--- src/rtl/bitty_pkg.sv ---
// Shared definitions for the bitty sequencer: opcodes, branch conditions,
// instruction field positions and the sequencer state encoding.
// Ports: none (package only).
package bitty_pkg;

  // Default widths for the sequencer datapath.
  localparam int ADDR_W_DEF  = 8;
  localparam int INSTR_W_DEF = 16;
  localparam int DATA_W_DEF  = 16;

  // Opcodes that are resolved by the sequencer itself rather than the ALU.
  localparam logic [1:0] OP_BRANCH = 2'd2;
  localparam logic [1:0] OP_RSVD   = 2'd3;

  // Branch condition codes, compared against the last ALU result.
  localparam logic [1:0] COND_EQ0   = 2'd0;
  localparam logic [1:0] COND_EQ1   = 2'd1;
  localparam logic [1:0] COND_EQ2   = 2'd2;
  localparam logic [1:0] COND_NEVER = 2'd3;

  // Instruction field slices: opcode [1:0], cond [3:2], target [11:4].
  localparam int OPC_LSB  = 0;
  localparam int OPC_W    = 2;
  localparam int COND_LSB = 2;
  localparam int COND_W   = 2;
  localparam int TGT_LSB  = 4;
  localparam int TGT_W    = 8;

  typedef enum logic [2:0] {
    IDLE,
    FETCH,
    EXEC,
    WB,
    BRANCH
  } state_t;

  // Both branch and reserved opcodes bypass the ALU and go through BRANCH.
  function automatic logic is_branch_class(input logic [OPC_W-1:0] opc);
    return (opc == OP_BRANCH) || (opc == OP_RSVD);
  endfunction

endpackage

--- src/rtl/pc_sequencer_if.sv ---
// Fetch and ALU handshake bundle between the sequencer and its neighbours.
// master = sequencer side (drives req/addr/start/we), slave = memory/ALU side.
// Signals: imem_req/addr/valid/data (fetch), alu_start/done/result, reg_we.
interface pc_sequencer_if #(
  parameter int ADDR_W  = 8,
  parameter int INSTR_W = 16,
  parameter int DATA_W  = 16
);

  logic               imem_req;
  logic [ADDR_W-1:0]  imem_addr;
  logic               imem_valid;
  logic [INSTR_W-1:0] imem_data;
  logic               alu_start;
  logic               alu_done;
  logic [DATA_W-1:0]  alu_result;
  logic               reg_we;

  modport master (
    output imem_req,
    output imem_addr,
    input  imem_valid,
    input  imem_data,
    output alu_start,
    input  alu_done,
    input  alu_result,
    output reg_we
  );

  modport slave (
    input  imem_req,
    input  imem_addr,
    output imem_valid,
    output imem_data,
    input  alu_start,
    output alu_done,
    output alu_result,
    input  reg_we
  );

endinterface

--- src/rtl/pc_sequencer_branch_resolve.sv ---
// Next-PC computation for a conditional branch held in the IR.
// Latency: combinational. Backpressure: none.
// Ports: pc, ir, last_alu_result in; next_pc out (target if taken, else pc+1).
module branch_resolve
  import bitty_pkg::*;
#(
  parameter int ADDR_W  = ADDR_W_DEF,
  parameter int INSTR_W = INSTR_W_DEF,
  parameter int DATA_W  = DATA_W_DEF
) (
  input  logic [ADDR_W-1:0]  pc,
  input  logic [INSTR_W-1:0] ir,
  input  logic [DATA_W-1:0]  last_alu_result,
  output logic [ADDR_W-1:0]  next_pc
);

  logic [OPC_W-1:0]  opc;
  logic [COND_W-1:0] cond;
  logic [TGT_W-1:0]  target;
  logic              taken;

  assign opc    = ir[OPC_LSB  +: OPC_W];
  assign cond   = ir[COND_LSB +: COND_W];
  assign target = ir[TGT_LSB  +: TGT_W];

  // Upper IR bits carry no branch information.
  logic unused_ir_hi;
  assign unused_ir_hi = ^ir[INSTR_W-1:TGT_LSB+TGT_W];

  // Full-width compare: a result of 0x0101 must not satisfy "equals 1".
  // Only the real branch opcode can be taken; the reserved one falls to pc+1.
  always_comb begin
    taken = 1'b0;
    if (opc == OP_BRANCH) begin
      case (cond)
        COND_EQ0:   taken = (last_alu_result == DATA_W'(0));
        COND_EQ1:   taken = (last_alu_result == DATA_W'(1));
        COND_EQ2:   taken = (last_alu_result == DATA_W'(2));
        COND_NEVER: taken = 1'b0;
        default:    taken = 1'b0;
      endcase
    end
  end

  // pc+1 wraps naturally at 2^ADDR_W; the target is zero-extended.
  assign next_pc = taken ? ADDR_W'(target) : (pc + ADDR_W'(1));

endmodule

--- src/rtl/pc_sequencer.sv ---
// Instruction sequencer: owns the PC, fetches, starts the ALU, writes back, branches.
// Latency: non-branch = fetch wait + 1 + ALU wait + 1; branch = fetch wait + 1.
// Backpressure: imem_req held until imem_valid; EXEC waits on alu_done indefinitely.
// Ports: clk, reset (async, active high), run; bus (master side of
// pc_sequencer_if); instr (IR), last_alu_result, pc, busy.
module pc_sequencer
  import bitty_pkg::*;
#(
  parameter int ADDR_W  = ADDR_W_DEF,
  parameter int INSTR_W = INSTR_W_DEF,
  parameter int DATA_W  = DATA_W_DEF
) (
  input  logic               clk,
  input  logic               reset,
  input  logic               run,
  pc_sequencer_if.master     bus,
  output logic [INSTR_W-1:0] instr,
  output logic [DATA_W-1:0]  last_alu_result,
  output logic [ADDR_W-1:0]  pc,
  output logic               busy
);

  state_t             state_q, state_d;
  logic [ADDR_W-1:0]  pc_q, pc_d;
  logic [INSTR_W-1:0] ir_q, ir_d;
  logic [DATA_W-1:0]  last_q, last_d;
  // Marks the first EXEC cycle: drives alu_start and masks alu_done.
  logic               start_q, start_d;

  logic               fetch_is_branch;
  logic [ADDR_W-1:0]  br_next_pc;

  assign fetch_is_branch = is_branch_class(bus.imem_data[OPC_LSB +: OPC_W]);

  branch_resolve #(
    .ADDR_W  (ADDR_W),
    .INSTR_W (INSTR_W),
    .DATA_W  (DATA_W)
  ) u_branch_resolve (
    .pc              (pc_q),
    .ir              (ir_q),
    .last_alu_result (last_q),
    .next_pc         (br_next_pc)
  );

  // ---------------------------------------------------------------- FSM state
  always_ff @(posedge clk or posedge reset) begin
    if (reset) begin
      state_q <= IDLE;
    end else begin
      state_q <= state_d;
    end
  end

  // ---------------------------------------------------------------- FSM next
  // run is only looked at in IDLE, WB and BRANCH, so dropping it mid-instruction
  // lets the current instruction finish before parking in IDLE.
  always_comb begin
    state_d = state_q;
    case (state_q)
      IDLE: begin
        if (run) state_d = FETCH;
      end
      FETCH: begin
        if (bus.imem_valid) state_d = fetch_is_branch ? BRANCH : EXEC;
      end
      EXEC: begin
        if (bus.alu_done && !start_q) state_d = WB;
      end
      WB: begin
        state_d = run ? FETCH : IDLE;
      end
      BRANCH: begin
        state_d = run ? FETCH : IDLE;
      end
      default: begin
        state_d = IDLE;
      end
    endcase
  end

  // ---------------------------------------------------------------- FSM outputs
  // Decoded straight from registered state so an async reset clears them at once.
  always_comb begin
    bus.imem_req  = (state_q == FETCH);
    bus.imem_addr = pc_q;
    bus.alu_start = (state_q == EXEC) && start_q;
    bus.reg_we    = (state_q == WB);
    busy          = (state_q != IDLE);
  end

  // ---------------------------------------------------------------- datapath
  always_ff @(posedge clk or posedge reset) begin
    if (reset) begin
      pc_q    <= '0;
      ir_q    <= '0;
      last_q  <= '0;
      start_q <= 1'b0;
    end else begin
      pc_q    <= pc_d;
      ir_q    <= ir_d;
      last_q  <= last_d;
      start_q <= start_d;
    end
  end

  always_comb begin
    pc_d    = pc_q;
    ir_d    = ir_q;
    last_d  = last_q;
    start_d = 1'b0;
    case (state_q)
      FETCH: begin
        if (bus.imem_valid) begin
          ir_d    = bus.imem_data;
          start_d = !fetch_is_branch;
        end
      end
      EXEC: begin
        // A done that coincides with the start pulse belongs to nothing we issued.
        if (bus.alu_done && !start_q) last_d = bus.alu_result;
      end
      WB: begin
        pc_d = pc_q + ADDR_W'(1);
      end
      BRANCH: begin
        pc_d = br_next_pc;
      end
      default: begin
        pc_d = pc_q;
      end
    endcase
  end

  assign instr           = ir_q;
  assign last_alu_result = last_q;
  assign pc              = pc_q;

endmodule

--- src/flat_wrapper.sv ---
// flat-port wrapper written by rule: the top's interface ports become plain ports
module pc_sequencer_flat import bitty_pkg::*;
#(
  parameter int ADDR_W  = ADDR_W_DEF,
  parameter int INSTR_W = INSTR_W_DEF,
  parameter int DATA_W  = DATA_W_DEF
)
  (clk, reset, run, instr, last_alu_result, pc, busy, bus_imem_req, bus_imem_addr, bus_imem_valid, bus_imem_data, bus_alu_start, bus_alu_done, bus_alu_result, bus_reg_we);
  pc_sequencer_if #(.ADDR_W(ADDR_W), .INSTR_W(INSTR_W), .DATA_W(DATA_W)) bus_i ();
  input  logic clk;
  input  logic reset;
  input  logic run;
  output logic [INSTR_W-1:0] instr;
  output logic [DATA_W-1:0] last_alu_result;
  output logic [ADDR_W-1:0] pc;
  output logic busy;
  output wire logic [$bits(bus_i.imem_req)-1:0] bus_imem_req;
  output wire logic [$bits(bus_i.imem_addr)-1:0] bus_imem_addr;
  input wire logic [$bits(bus_i.imem_valid)-1:0] bus_imem_valid;
  input wire logic [$bits(bus_i.imem_data)-1:0] bus_imem_data;
  output wire logic [$bits(bus_i.alu_start)-1:0] bus_alu_start;
  input wire logic [$bits(bus_i.alu_done)-1:0] bus_alu_done;
  input wire logic [$bits(bus_i.alu_result)-1:0] bus_alu_result;
  output wire logic [$bits(bus_i.reg_we)-1:0] bus_reg_we;
  assign bus_imem_req = bus_i.imem_req;
  assign bus_imem_addr = bus_i.imem_addr;
  assign bus_i.imem_valid = bus_imem_valid;
  assign bus_i.imem_data = bus_imem_data;
  assign bus_alu_start = bus_i.alu_start;
  assign bus_i.alu_done = bus_alu_done;
  assign bus_i.alu_result = bus_alu_result;
  assign bus_reg_we = bus_i.reg_we;
  pc_sequencer #(.ADDR_W(ADDR_W), .INSTR_W(INSTR_W), .DATA_W(DATA_W)) u_core (.clk(clk), .reset(reset), .run(run), .bus(bus_i), .instr(instr), .last_alu_result(last_alu_result), .pc(pc), .busy(busy));
endmodule
--- config.mk ---
export PLATFORM = sky130hd
export DESIGN_NAME = pc_sequencer_flat
export DESIGN_NICKNAME = d
export VERILOG_FILES = /design/src/rtl/bitty_pkg.sv /design/src/rtl/pc_sequencer_if.sv /design/src/rtl/pc_sequencer_branch_resolve.sv /design/src/rtl/pc_sequencer.sv /design/src/flat_wrapper.sv
export SDC_FILE = /design/constraint.sdc
export NUM_CORES = 1
export LEC_CHECK = 0
export CAP_MARGIN = 40
export CORE_ASPECT_RATIO = 0.7
export CORE_UTILIZATION = 57
export DETAILED_ROUTE_END_ITERATION = 10
export DONT_BUFFER_PORTS = 1
export PLACE_DENSITY = 0.75
export SYNTH_ARGS = -nofsm -noshare
export SYNTH_HDL_FRONTEND = slang
export SYNTH_SLANG_ARGS = --single-unit
--- constraint.sdc ---
create_clock -name clk -period 2.02 [get_ports clk]
set_clock_uncertainty 0.2 [all_clocks]
set_input_delay 0.101 -clock clk [delete_from_list [all_inputs] [get_ports clk]]
set_output_delay 0.101 -clock clk [all_outputs]
set_load 0.01 [all_outputs]
After elaboration in Yosys (flattened, before gate mapping)

Index checks and enable logic that the tools add are counted.

Multiplexer cells: 12
Add/subtract/negate cells: 1
Reductions and logical operators: 14
Eq/ne operators: 15

Operators with widths:

| cell                                                                     | number |
|---|---|
| 16-bit by 1-bit equality test with 1-bit output (second input constant)  | 1 |
| 16-bit by 2-bit equality test with 1-bit output (second input constant)  | 1 |
| 16-bit zero test                                                         | 1 |
| 8-bit one-hot mux with 2 select lines                                    | 1 |
| 3-bit two-way mux                                                        | 4 |
| 3-bit one-hot mux with 4 select lines                                    | 1 |
| 2-bit equality test (second input constant)                              | 5 |
| 8-bit by 1-bit adder with 8-bit output (second input constant)           | 1 |
| 8-bit two-way mux                                                        | 1 |
| 3-bit by 2-bit equality test with 1-bit output (second input constant)   | 2 |
| 1-bit two-way mux                                                        | 4 |
| 2-bit by 1-bit inequality test with 1-bit output (second input constant) | 2 |
| 1-bit one-hot mux with 4 select lines                                    | 1 |
| 2-bit AND reduction                                                      | 2 |
| 3-bit by 1-bit equality test with 1-bit output (second input constant)   | 1 |
| 3-bit equality test (second input constant)                              | 1 |
| 3-bit zero test                                                          | 1 |
| 3-bit AND reduction                                                      | 1 |
| 3-bit nonzero test                                                       | 1 |
| 2-bit by 1-bit equality test with 1-bit output (second input constant)   | 1 |
| 1-bit logical AND                                                        | 2 |
| 1-bit zero test                                                          | 2 |
| 2-bit zero test                                                          | 1 |
| 2-bit inequality test (second input constant)                            | 1 |
| other kinds (3)                                                          | 3 |

Input bits: 37
Bits in registers: 44
Logic and storage cells: 47

Depth between registers and ports, before layout

Depth after elaboration: 5
Depth in mapped cells: 6
Gate-level depth less buffers: 6

Modules after synthesis

Synthesis repeated with hierarchy kept, for this count alone.

Cells, all modules: 192
Area total of the unflattened synthesis: 2,311.0 µm²

Modules (own cells, without submodules):

| module         | area each (µm²) | cells an instance | instances | sequential area each (µm²) |
|---|---|---|---|---|
| pc_sequencer   | 1,993.2         | 152               | 1         | 1,101.1 |
| branch_resolve | 317.8           | 40                | 1         | 0.0 |

Worst setup path after synthesis

OpenSTA, ideal clock, no wires.

Kind: reg2reg
Start point: register u_core.ir_q[2] (netlist: u_core.instr[2])
End point: register u_core.pc_q[7] (netlist: u_core.bus.imem_addr[7])
Slack: -0.087 ns
Period minus slack after synthesis: 2.107 ns
Stages on the path, launching flop included: 7
Setup time: 0.104 ns
Data required time: 1.716 ns
Arrival time: 1.803 ns
Buffers on the path: 0
Cell sequence: dfrtp_1 inv_1 ha_1 nor4bb_4 a311oi_2 nor3_1 o311ai_1

Longest elaborated chain between the ends: 5

Ends and longest elaborated chain:

| item                                        | line                              | source |
|---|---|---|
| start, declared                             | pc_sequencer.sv:25                | `logic [INSTR_W-1:0] ir_q, ir_d;` |
| start signal, assigned                      | pc_sequencer.sv:101               | `ir_q <= ir_d;` |
| 2-bit equality test (tied with other cells) | pc_sequencer_branch_resolve.sv:35 | `case (cond)` |
| 1-bit one-hot mux with 4 select lines (*)   | pc_sequencer_branch_resolve.sv:35 |  |
| 1-bit two-way mux (*)                       | pc_sequencer_branch_resolve.sv:34 | `if (opc == OP_BRANCH) begin` |
| 8-bit two-way mux (*)                       | pc_sequencer_branch_resolve.sv:46 | `assign next_pc = taken ? ADDR_W'(target) : (pc + ADDR_W'(1));` |
| 8-bit one-hot mux with 2 select lines (*)   | pc_sequencer.sv:112               | `case (state_q)` |
| end signal, assigned                        | pc_sequencer.sv:100               | `pc_q <= pc_d;` |
| end, declared                               | pc_sequencer.sv:24                | `logic [ADDR_W-1:0] pc_q, pc_d;` |

Mark *: on every way between the ends. The rest lies on a longest branch, timed or not.
A chain may end at the register's enable or synchronous reset.

Worst setup path in the final report

Start point: register u_core.ir_q[3] (netlist: u_core.instr[3])
End point: register u_core.pc_q[7] (netlist: u_core.bus.imem_addr[7])

Same word-level chain as after synthesis.

==> run summary <==
Run status: finished with violations
Violated checks: negative setup slack
Clock power frac: 12.6%
Area fraction of the dominant cell type after synthesis: 46.9%
Drt initial violations: 153
Tot Pwr: 4.65 mW
Final Setup Violations: 3
Num CTS Buffers: 5
Chip Width: 78.7 um
Top cells by area, synth: dfrtp_1, mux2_2, mux2_4
Max H-tree Level: 2
Slowest stage delay, CP: 500 ps
HPWL after DPL: 3820 um
Synthesized area: 0.00235 mm2
Sw Ratio: 41.5%
Utilization after layout: 79.6%
Die H: 55.7 um
Switching Power: 1.93 mW
CTS root buf: clkbuf_8
Seq cells post-synth: 44
Max_cap viols: 0
IO buf count: 0
Sequential area share after synthesis: 46.9%
Rel. slew slack: 59.8%
Largest net degree at the start of global routing: 28
Worst r2r src: u_core.instr[3]$_DFFE_PP0P_
Pwr Density: 1490 mW/mm2
Crit Reg-Reg Endpoint: u_core.bus.imem_addr[7]$_DFFE_PP0N_
Mean Syn Cell Area: 12.2 um2
Syn-to-layout area delta: 33.0%
Ant. Diodes: 0
First-pass GRT wire length: 9580 um
Int Pwr: 2.72 mW
Unrepaired setup endpoints after global routing: yes
FP Rows: 19
Combinational Power Share: 47.3%
Pre-CTS WS: -122 ps
Die Area: 0.00439 mm2
CTS tree: yes
Vias per inst: 6.13
Vias in the first global route: 1857
Fmax achieved: 454 MHz
Total track usage: 29.3%
Dominant synthesized flop cell: dfrtp_1
WS Path Type: reg2reg
Crit-path slowest cell: o311ai_0
Fraction of layout cells with a size suffix above 1: 37.5%
Seq pwr share: 40.1%
CP delay by family, top: compound AO/OA/AOI/OAI gates
Final ANT Viol Nets: 0
Core Region: 0.00392 mm2
Hold Crit Class: in2async
Synth unique cells: 50
Worst path bufs/invs: 2
RD Place Congestion: 0.903
Vias after detailed routing: 1889
R2R setup slack: -180 ps
Worst-path cell chain: inv_2 > ha_4 > nor4bb_4 > buf_4 > a311oi_4 > o311ai_0 > o311ai_1
Async SR Flop Fraction: 100%
# DRC: 0
Slew @ Worst Pin: 600 ps
Final Worst Setup Slack: -182 ps
Drt wl/cell: 20.3 um
Static leakage: 1.34 nW
Layout fillers: 233
Minimum clock period: 2200 ps
Fin nets: 295
CP Launch Type: flip-flop
Final Cycle Share: 109%
CTS max path bufs: 2
Initial antenna violation count: 0
Net Count, Synth: 233
Yosys synthesis warning count: 0
I/O pin total: 89
Clock latency at the later pin of the worst-skew pair: 310 ps
Critical Path End Type: flip-flop
Crit path max fanout: 5
Final WL: 6240 um
Setup tns final: -252 ps
Cell taking the most area after synthesis: dfrtp_1
Pins Over Slew Limit: 0
Clock slew at reported path FFs: 80 ps
Initial core utilization: 59.9%
Peak VDD IR: 0.00111 V
Worst hold slack: 37.6 ps
Mapped Cells: 193
GRT overflow: 0
Reg2reg path depth: 7
Clock Sinks: 44
1st-pass router iterations: 4
Post-synth EDFFs: 0
Crit path DAT: 2160 ps
Final Hold Violating Endpoints: 0
Critical path data required time: 1980 ps
-- area by class of cell --
class                           count  area [um2]  share of cell area [%]
Multi-Input combinational cell    129        1230                    39.3
Sequential cell                    44        1100                    35.3
Timing Repair Buffer               70         616                    19.7
Clock buffer                        7        86.3                    2.76
Tap cell                           52        65.1                    2.08
Inverter                            5        18.8                   0.601
Clock inverter                      1        7.51                   0.240
-- layer usage --
metal	part of all wire (%)	track usage [%]	vias up
met4	1.6	10.3	0
met5	0	0	-
met1	42	38.9	946
li1	-	-	849
met2	49	47.6	82
met3	7.8	6.56	12
-- cell families (layout without fill, tap and decap cells) --
family,count (synthesis),count (layout),share of synthesized area (%)
adders and majority gates,3,3,1.60
DFF,44,44,46.9
and+or+nand+nor,60,60,18.5
AOI/OAI and AO/OA,35,36,11.3
buffers and inverters,21,83,5.70
muxes,30,30,16.0
-- repair_timing --
action	4_1_cts	5_1_grt
hold buffers	36	0
resized for setup	5	12
cloned	1	0
pin swaps	2	7
setup endpoints to repair	5	8
hold endpoints to repair	80	0
setup buffers	2	9
-- power by group through the flow --
stage,Sequential (mW),Clock [mW],Combinational (mW)
6_report,1.86,0.586,2.20
5_1_grt,1.91,0.623,2.34
4_1_cts,1.82,0.583,1.98
3_5_place_dp,1.83,0,1.80
3_3_place_gp,1.81,0,1.74
2_1_floorplan,1.78,0,1.32
-- how the worst max path moves through the flow --
stage / start / to / slack [ps] / cells past startpoint
2_1_floorplan: u_core.instr[2]$_DFFE_PP0P_ / u_core.bus.imem_addr[2]$_DFFE_PP0N_ / 9 / 6
3_3_place_gp: u_core.instr[2]$_DFFE_PP0P_ / u_core.bus.imem_addr[7]$_DFFE_PP0N_ / -40 / 6
3_5_place_dp: u_core.instr[2]$_DFFE_PP0P_ / u_core.bus.imem_addr[7]$_DFFE_PP0N_ / -120 / 6
4_1_cts: u_core.instr[2]$_DFFE_PP0P_ / u_core.bus.imem_addr[7]$_DFFE_PP0N_ / -20 / 7
5_1_grt: u_core.instr[3]$_DFFE_PP0P_ / u_core.bus.imem_addr[7]$_DFFE_PP0N_ / -190 / 7
6_report: u_core.instr[3]$_DFFE_PP0P_ / u_core.bus.imem_addr[7]$_DFFE_PP0N_ / -180 / 7
-- cell usage in the layout (no fill, tap or decap), types with 2 or more instances in the layout --
cell           netlist  final
mux2_2              20     20
o32ai_1              2      2
and4_1               3      3
a211oi_1             4      3
a311oi_4             0      2
dlygate4sd3_1        0     36
o211ai_1             3      3
nor2_1               7      7
a21oi_1              6      6
nor3b_2              0      2
nand3_1              4      3
buf_4                9     34
dfrtp_1             44     43
and2_1               2      2
nand2_1             15     15
mux2_4              10     10
or3_1                2      2
nand2b_1             3      3
inv_2                0      2
nor3b_1              5      3
inv_1                5      2
clkbuf_8             0      6
o21ai_0              7      6
nor2b_1              2      2
nor4_4               1      2
-- state kept, by name, indices dropped and copies added (netlist names) --
name / count
u_core.bus.imem_addr: 8
u_core.start_q: 1
u_core.state_q: 3
u_core.last_alu_result: 16
u_core.instr: 16
-- worst register-to-register path, delay by kind of cell, from the launching register on --
family                     cells  cell delay [ps]
and+or+nand+nor                1              210
DFF                            1              400
AOI/OAI and AO/OA              3              750
adders and majority gates      1              270
buffers and inverters          2              240
-- per-stage QoR --
stage / instances / instance area, um2
global placement: 254 / 2510
detailed placement: 254 / 2510
floorplan: 193 / 2370
finish: 308 / 3120
global route: 308 / 3120
CTS: 301 / 3010
-- cells in the mapped netlist (all sizes together), types with 2 or more instances --
cell	instances
dfrtp	44
mux2	30
buf	16
nand2	16
nor2	7
o21ai	7
a21oi	6
inv	5
nor3b	5
a211oi	4
nand3	4
and4	3
ha	3
nand2b	3
nor2b	3
nor4	3
o211ai	3
o311ai	3
and2	2
nand4	2
nor3	2
o32ai	2
or3	2
Note: power is estimated with default switching activity, not from simulation.
